**src/rtl/rx_bit_timing_ctrl.sv**
```systemverilog
// Receive bit-timing sequencer: recovers bit phase from bus edges, issues one sample
// strobe per bit and counts accepted (non-stuffed) data bits per byte.
module rx_bit_timing_ctrl #(
    parameter int unsigned CLKS_PER_BIT  = 8,
    parameter int unsigned SAMPLE_PHASE  = 3,
    parameter int unsigned BITS_PER_BYTE = 8
) (
    input  logic       clk,
    input  logic       n_rst,
    input  logic       rcving,
    input  logic       d_edge,
    input  logic       stuff_bit,
    output logic       shift_enable,
    output logic       stuff_skip,
    output logic       byte_received,
    output logic       partial_byte,
    output logic [3:0] bit_cnt
);

    localparam int unsigned CW = $clog2(CLKS_PER_BIT + 1);
    localparam logic [CW-1:0] CntOne    = CW'(1);
    localparam logic [CW-1:0] CntSample = CW'(SAMPLE_PHASE);
    localparam logic [CW-1:0] CntLast   = CW'(CLKS_PER_BIT);
    localparam logic [3:0]    BitsFull  = 4'(BITS_PER_BYTE);
    localparam logic [3:0]    BitsLast  = 4'(BITS_PER_BYTE - 1);

    typedef enum logic [1:0] {StIdle, StSync, StRun} state_e;

    state_e        r_state, w_state_nxt;
    logic [CW-1:0] r_clk_cnt, w_clk_cnt_nxt;
    logic [3:0]    r_bit_cnt, w_bit_cnt_nxt;
    logic          r_byte_received, w_byte_received_nxt;
    logic          r_partial_byte, w_partial_byte_nxt;
    logic          w_sample;

    // rcving gates the strobe so an abort never shifts a bit on its way out.
    assign w_sample      = (r_state == StRun) && rcving && (r_clk_cnt == CntSample);
    assign shift_enable  = w_sample && !stuff_bit;
    assign stuff_skip    = w_sample && stuff_bit;
    assign byte_received = r_byte_received;
    assign partial_byte  = r_partial_byte;
    assign bit_cnt       = r_bit_cnt;

    always_comb begin
        w_state_nxt         = r_state;
        w_clk_cnt_nxt       = r_clk_cnt;
        w_bit_cnt_nxt       = r_bit_cnt;
        w_byte_received_nxt = 1'b0;
        w_partial_byte_nxt  = 1'b0;
        case (r_state)
            StIdle: begin
                w_clk_cnt_nxt = '0;
                w_bit_cnt_nxt = '0;
                if (rcving) begin
                    w_state_nxt = StSync;
                end
            end
            StSync: begin
                w_clk_cnt_nxt = '0;
                if (!rcving) begin
                    w_state_nxt = StIdle;
                end else if (d_edge) begin
                    w_clk_cnt_nxt = CntOne;
                    w_bit_cnt_nxt = '0;
                    w_state_nxt   = StRun;
                end
            end
            StRun: begin
                if (!rcving) begin
                    w_state_nxt        = StIdle;
                    w_clk_cnt_nxt      = '0;
                    w_bit_cnt_nxt      = '0;
                    w_partial_byte_nxt = (r_bit_cnt != '0) && (r_bit_cnt != BitsFull);
                end else begin
                    if (d_edge || (r_clk_cnt == CntLast)) begin
                        w_clk_cnt_nxt = CntOne;
                    end else begin
                        w_clk_cnt_nxt = r_clk_cnt + CntOne;
                    end
                    if (shift_enable) begin
                        // A full count means the previous byte was already reported.
                        w_bit_cnt_nxt       = (r_bit_cnt == BitsFull) ? 4'd1 : r_bit_cnt + 4'd1;
                        w_byte_received_nxt = (r_bit_cnt == BitsLast);
                    end
                end
            end
            default: begin
                w_state_nxt   = StIdle;
                w_clk_cnt_nxt = '0;
                w_bit_cnt_nxt = '0;
            end
        endcase
    end

    always_ff @(posedge clk or negedge n_rst) begin
        if (!n_rst) begin
            r_state         <= StIdle;
            r_clk_cnt       <= '0;
            r_bit_cnt       <= '0;
            r_byte_received <= 1'b0;
            r_partial_byte  <= 1'b0;
        end else begin
            r_state         <= w_state_nxt;
            r_clk_cnt       <= w_clk_cnt_nxt;
            r_bit_cnt       <= w_bit_cnt_nxt;
            r_byte_received <= w_byte_received_nxt;
            r_partial_byte  <= w_partial_byte_nxt;
        end
    end

endmodule

```
**config.mk**
```make
export PLATFORM = sky130hd
export DESIGN_NAME = rx_bit_timing_ctrl
export DESIGN_NICKNAME = d
export VERILOG_FILES = /design/src/rtl/rx_bit_timing_ctrl.sv
export SDC_FILE = /design/constraint.sdc
export NUM_CORES = 1
export LEC_CHECK = 0
export BUFFER_PORTS_ARGS = -buffer_cell sky130_fd_sc_hd__buf_2
export CAP_MARGIN = 30
export CORE_UTILIZATION = 31
export DETAILED_ROUTE_END_ITERATION = 16
export REMOVE_ABC_BUFFERS = 1
export SETUP_SLACK_MARGIN = 0.3
export SYNTH_ARGS = -nofsm -noshare
export SYNTH_HDL_FRONTEND = slang
export SYNTH_SLANG_ARGS = --single-unit
```
**constraint.sdc**
```tcl
create_clock -name clk -period 1.91 [get_ports clk]
set_input_delay 0.191 -clock clk [delete_from_list [all_inputs] [get_ports clk]]
set_output_delay 0.191 -clock clk [all_outputs]
set_load 0.02 [all_outputs]
```
==> flow_summary.ini, run 1 <==
[run_status]
status = complete, no violations

[timing]
clock_skew_ns = 0.00364
slew-limit-headroom_pct = 81.0
setup-violations-final = 0
finalCritPeriodShare_pct = 83.0
max_clock_freq_mhz = 631
slew_viol_final = 0
fin_tns_setup_ns = 0
tightest_slew_ns = 0.285
post-route-min-period_ns = 1.58
rsz0062_at_grt = true
finalHoldViolations = 0

[die]
std_cell_rows = 17
die_area_um2 = 2560
design.core.area_um2 = 2210
die_h_um = 50.6
fp.dieW_um = 50.6
start_util_pct = 33.1
num_io_pins = 13

[global_routing]
antenna_found_initial = 0
grt_pass1_wl_mm = 2.65
grt_use_total_pct = 13.6
grt_max_degree = 13
overflow = 0
grt_pass1_vias = 608

[route]
detail_route.first_pass.iterations = 4
vias = 628
drc = 0
first_iter_violations = 15
wl_per_cell_um = 12.5
wl_mm = 1.60
vias_per_cell = 4.91
final_antenna_net_count = 0

[power_and_ir_drop]
power_uw = 828
power.share.combinational_pct = 39.4
p_leak_nw = 0.419
p_int_uw = 540
switching_share_pct = 34.8
ir_drop_uv = 372
clkPwrFrac_pct = 24.1
power_density_nw_per_um2 = 844
p_sw_uw = 288
power_frac_seq_pct = 36.5

[cts]
h-tree-depth = 1
clkSlewWorstSetupHoldPaths_ns = 0.08
clk_latency_ns = 0.27
cts.path.max_buffers = 2
cts_buffers = 3
cts.sinks = 12
cts_tree = built
root_buffer = clkbuf_4

[critical_path]
cp.arrival_ns = 1.39
startpoint_type = flop
critical_path.max_fanout = 5
path_class = flop to output port
crit_slowest_cell = dfrtp_1
crit_start = r_state[0]$_DFFE_PN0P_
max_stage_delay_ns = 0.39
worstPathCellList = inv_2, ha_4, nand2_8, nor4_4, buf_2
r2r_end = bit_cnt[2]$_DFFE_PN0P_
required_ns = 1.72
endpoint = stuff_skip
r2r-start = r_state[1]$_DFFE_PN0P_
r2r_slack_ns = 0.39
end_kind = output port
reg2reg_depth = 6

[yosys]
synth_cell_types = 28
syn-instance-count = 78
yosysSeqAreaShare_pct = 41.0
yosysTopAreaCell = dfrtp_1
syn_area_per_cell_um2 = 9.38
ys_ff_latch = 12
ys_top_cells_by_area = dfrtp_1 (41%), ha_1 (12%), nand2_1 (5.6%)
yosysWarnings = 0
synth_top_area_share_pct = 41.0
syn_area_um2 = 732

[final_layout]
final_layout_size_suffix_gt1_share_pct = 34.0
diodes = 0
ff_latch_area_um2 = 302
nFillCells = 232
syn_to_final_growth_pct = 34.0
multi_input_area_um2 = 453
final_nets = 113
fin_cells = 128

[hold_path]
hp-class = input port to flop

[placement]
post-dp-hpwl_mm = 1.16
port_buffers = 12
place.gp.congestion = 0.821
placed_cells = 117

[run]
maxCapViolCount = 0
## power groups by stage
stage	Sequential [mW]	Clock (mW)	Combinational, mW
2_1_floorplan	0.298	0	0.186
3_5_place_dp	0.302	0	0.249
4_1_cts	0.300	0.209	0.291
6_report	0.302	0.200	0.326
5_1_grt	0.306	0.219	0.366
3_3_place_gp	0.302	0	0.239
## logic make-up after synthesis
| group | Yosys count | share of synthesized area (%) |
|---|---|---|
| and+or+nand+nor | 27 | 21.4 |
| muxes | 1 | 1.54 |
| buffers and inverters | 10 | 5.64 |
| AOI/OAI and AO/OA | 20 | 17.3 |
| DFF | 12 | 41.0 |
| adders and majority gates | 7 | 12.0 |
| xor gates and xnor gates | 1 | 1.20 |
## cell type report
class,count,area share [%]
sequential,12,30.7
clock buffer,4,3.70
inverter,9,3.44
timing repair buffer,19,12.4
multi-input combinational,56,46.2
tap,28,3.57
## placed cells by master, fill, tap and decap left out, types with 2 or more instances in the layout
cell type,count
a21oi_1,3
buf_2,11
buf_4,6
clkbuf_4,3
dfrtp_1,11
ha_1,5
ha_4,2
inv_1,8
nand2_1,10
nand3_1,3
nor2_1,4
o211ai_1,3
o21ai_0,7
## cells in the mapped netlist
| master | number |
|---|---|
| o21ai_1 | 1 |
| a31o_1 | 1 |
| a32o_1 | 1 |
| a21bo_2 | 1 |
| a21o_1 | 1 |
| nand3b_1 | 1 |
| nand2_1 | 11 |
| a21oi_1 | 3 |
| and2b_4 | 1 |
| o21ai_0 | 7 |
| buf_4 | 1 |
| nor4_1 | 1 |
| xor2_1 | 1 |
| nand2_2 | 1 |
| o22ai_1 | 1 |
| o211ai_1 | 3 |
| nor2_1 | 4 |
| nor4_2 | 1 |
| ha_1 | 7 |
| nor2b_1 | 1 |
| inv_1 | 9 |
| nor3_1 | 1 |
| nor4b_4 | 1 |
| mux2_2 | 1 |
| nor3b_1 | 1 |
| nand3_1 | 3 |
| a31oi_1 | 1 |
| dfrtp_1 | 12 |
## per-stage QoR
step | hold WS, ns | instance area [um^2] | setup slack [ns] | util, %
2_1_floorplan | -0.105 | 724 | 0.185 | -
3_3_place_gp | 0.0929 | 820 | 0.370 | 37.0
3_5_place_dp | 0.0924 | 820 | 0.314 | 37.0
4_1_cts | 0.138 | 927 | 0.295 | 41.9
5_1_grt | 0.151 | 981 | 0.265 | 44.3
6_report | 0.157 | 981 | 0.325 | 44.3
## how the worst min path moves through the flow
stage	start	end	slack (ns)	cells past startpoint
after global routing	d_edge	r_clk_cnt[2]$_DFF_PN0_	0.15	2
after detailed placement	n_rst	r_clk_cnt[1]$_DFF_PN0_	0.09	1
after floorplan	n_rst	bit_cnt[0]$_DFFE_PN0P_	-0.10	0
final	d_edge	r_clk_cnt[2]$_DFF_PN0_	0.16	2
after CTS	d_edge	r_clk_cnt[2]$_DFF_PN0_	0.14	2
after global placement	n_rst	r_clk_cnt[0]$_DFF_PN0_	0.09	1
## critical path, delay by kind of cell, from the launching register on
kind,cells,cell delay [ns]
DFF,1,0.39
buffers and inverters,2,0.30
and+or+nand+nor,2,0.26
adders and majority gates,1,0.18
## metal layers
metal  up-vias  part of all wire (%)  track usage (%)
li1        314                     -                -
met1       302                    48             17.5
met2        12                    48             22.0
met3         0                   4.2             3.33
met4         0                     0             4.63
met5         -                     0                0
## timing repair
item                       in CTS  in global routing
pin swaps                       0                  0
setup endpoints to repair       2                  5
buffers inserted                4                  2
resized for setup               8                  6
cloned                          0                  0
hold endpoints to repair       12                  0
hold buffers                    1                  0
## sequential cells by signal, indices dropped and copies added (netlist names)
register	cells
bit_cnt	4
byte_received	1
partial_byte	1
r_clk_cnt	4
r_state	2
Note: power is estimated with default switching activity, not from simulation.
==> run 2: changes to the inputs <==
- ABC_AREA: unset -> 1
- clock period: 1.91 -> 1.65 ns (I/O delays scaled with it)
==> flow_summary.ini, run 2 <==
[timing]
rsz0062_at_grt = true
slew_viol_final = 0
tightest_slew_ns = 0.280
clock_skew_ns = 0.000260
finalHoldViolations = 0
slew-limit-headroom_pct = 81.4
max_clock_freq_mhz = 658
finalCritPeriodShare_pct = 92.1
fin_tns_setup_ns = 0
setup-violations-final = 0
post-route-min-period_ns = 1.52

[die]
design.core.area_um2 = 2250
start_util_pct = 33.5
std_cell_rows = 17
die_area_um2 = 2640
die_h_um = 51.3
num_io_pins = 13
fp.dieW_um = 51.3

[yosys]
yosysSeqAreaShare_pct = 39.8
yosysWarnings = 0
syn_area_per_cell_um2 = 8.20
ys_ff_latch = 12
yosysMostFrequentCell = nand2_1
syn-instance-count = 92
synth.top_cells.by_count = nand2_1 (24), inv_1 (14), dfrtp_1 (12)
synthArstFlopShare_pct = 100
syn_area_um2 = 754
synth_edf_count = 0
ys.flop_type = dfrtp_1
yosysTopAreaCell = dfrtp_1
synth_top_area_share_pct = 39.8
ys_top_cells_by_area = dfrtp_1 (40%), nand2_1 (12%), ha_1 (12%)
synth_cell_types = 22

[critical_path]
r2r_slack_ns = 0.28
startpoint_type = flop
end_kind = output port
path_class = flop to output port
required_ns = 1.48
critical_path.max_fanout = 3
crit_start = r_state[0]$_DFFE_PN0P_
cp.arrival_ns = 1.36
r2r-start = r_state[0]$_DFFE_PN0P_

[placement]
port_buffers = 12
post-dp-hpwl_mm = 1.16
placed_cells = 132
place.gp.congestion = 0.776

[final_layout]
final_layout_size_suffix_gt1_share_pct = 33.0
diodes = 0
syn_to_final_growth_pct = 31.7
fin_cells = 143
final_nets = 129
layout_commonest_cell = nand2_1
utilization_pct = 44.1
final_cell_mix = nand2_1 (22), inv_1 (12), dfrtp_1 (11)

[cts]
h-tree-depth = 1
clkSlewWorstSetupHoldPaths_ns = 0.07
cts_tree = built
cts_buffers = 3
cts.path.max_buffers = 2
root_buffer = clkbuf_4
clk_latency_ns = 0.27
cts.sinks = 12

[power_and_ir_drop]
power_density_nw_per_um2 = 942
ir_drop_uv = 597
power_uw = 936
p_leak_nw = 0.479

[global_routing]
overflow = 0
antenna_found_initial = 0
grt_pass1_wl_mm = 2.68
grt_use_total_pct = 13.8
grt_max_degree = 13
grt_pass1_vias = 652

[route]
detail_route.first_pass.iterations = 2
wl_mm = 1.56
wl_per_cell_um = 10.9
vias = 648
final_antenna_net_count = 0
drc = 0
vias_per_cell = 4.53
first_iter_violations = 3

[run]
maxCapViolCount = 0

[run_status]
status = complete, no violations

[hold_path]
hp-class = input port to flop
min_from = stuff_bit
run 2: cell count changes after synthesis, moves of 4 or more:
cell,change
o21ai_0,-5
inv_1,+5
nor2_1,+4
nand2_1,+13
nand3_1,+5
run 2: cells by family after synthesis:
kind of cell / after synthesis / share of synthesized area, %
compound gates: 8 / 6.97
xor+xnor: 2 / 2.32
fa+ha+maj: 7 / 11.6
buf+inv: 15 / 8.13
flops: 12 / 39.8
simple gates: 48 / 31.2
run 2: area by class of cell:
cell class | instances | area [um^2]
repair buffers | 20 | 135
fillers | 245 | 1260
flip-flops and latches | 12 | 302
multi-input cells | 65 | 438
well taps | 28 | 35.0
inverters | 15 | 61.3
clock buffers | 3 | 22.5
run 2: timing repair:
action | 4_1_cts | 5_1_grt
pin swaps | 2 | 4
gates cloned | 0 | 0
buffers inserted | 4 | 3
hold buffers | 1 | 0
endpoints found under the setup margin | 2 | 9
endpoints found under the hold margin | 12 | 0
resized for setup | 10 | 9
run 2: where the power goes:
part	internal [mW]	leakage (nW)	switching (mW)
sequential	0.326	0.163	0.0374
clock	0.0844	0.0138	0.0895
combinational	0.183	0.302	0.216
total	0.593	0.479	0.343
run 2: final timing paths:
| check | depth (start not counted) | end |
|---|---|---|
| max in group asynchronous | 2 | bit_cnt[0]$_DFFE_PN0P_ |
| max reg2reg | 8 | r_state[0]$_DFFE_PN0P_ |
| min | 2 | byte_received$_DFF_PN0_ |
| min reg2reg | 2 | bit_cnt[0]$_DFFE_PN0P_ |
| min in group asynchronous | 2 | bit_cnt[3]$_DFFE_PN0P_ |
| max | 7 | shift_enable |
run 2: critical path: stages, from the launching register on:
cell and delay (ns):
dfrtp_1 0.41, inv_2 0.10, ha_4 0.15, nand2_4 0.06, clkinv_4 0.06, nand3_4 0.08, nor2_4 0.11, buf_6 0.12
run 2: layer usage:
metal  part of all wire, %  track usage, %
met5                     0               0
met1                    45            16.0
met3                   4.8            5.36
met2                    50            23.5
met4                     0            4.05
run 2: per-stage QoR:
stage	hold slack, ns	cell area [um^2]	worst slack [ns]
5_1_grt	0.160	993	0.0711
2_1_floorplan	-0.131	754	0.309
4_1_cts	0.143	947	0.121
3_5_place_dp	0.0649	850	0.271
6_report	0.147	993	0.130
3_3_place_gp	0.0647	850	0.312
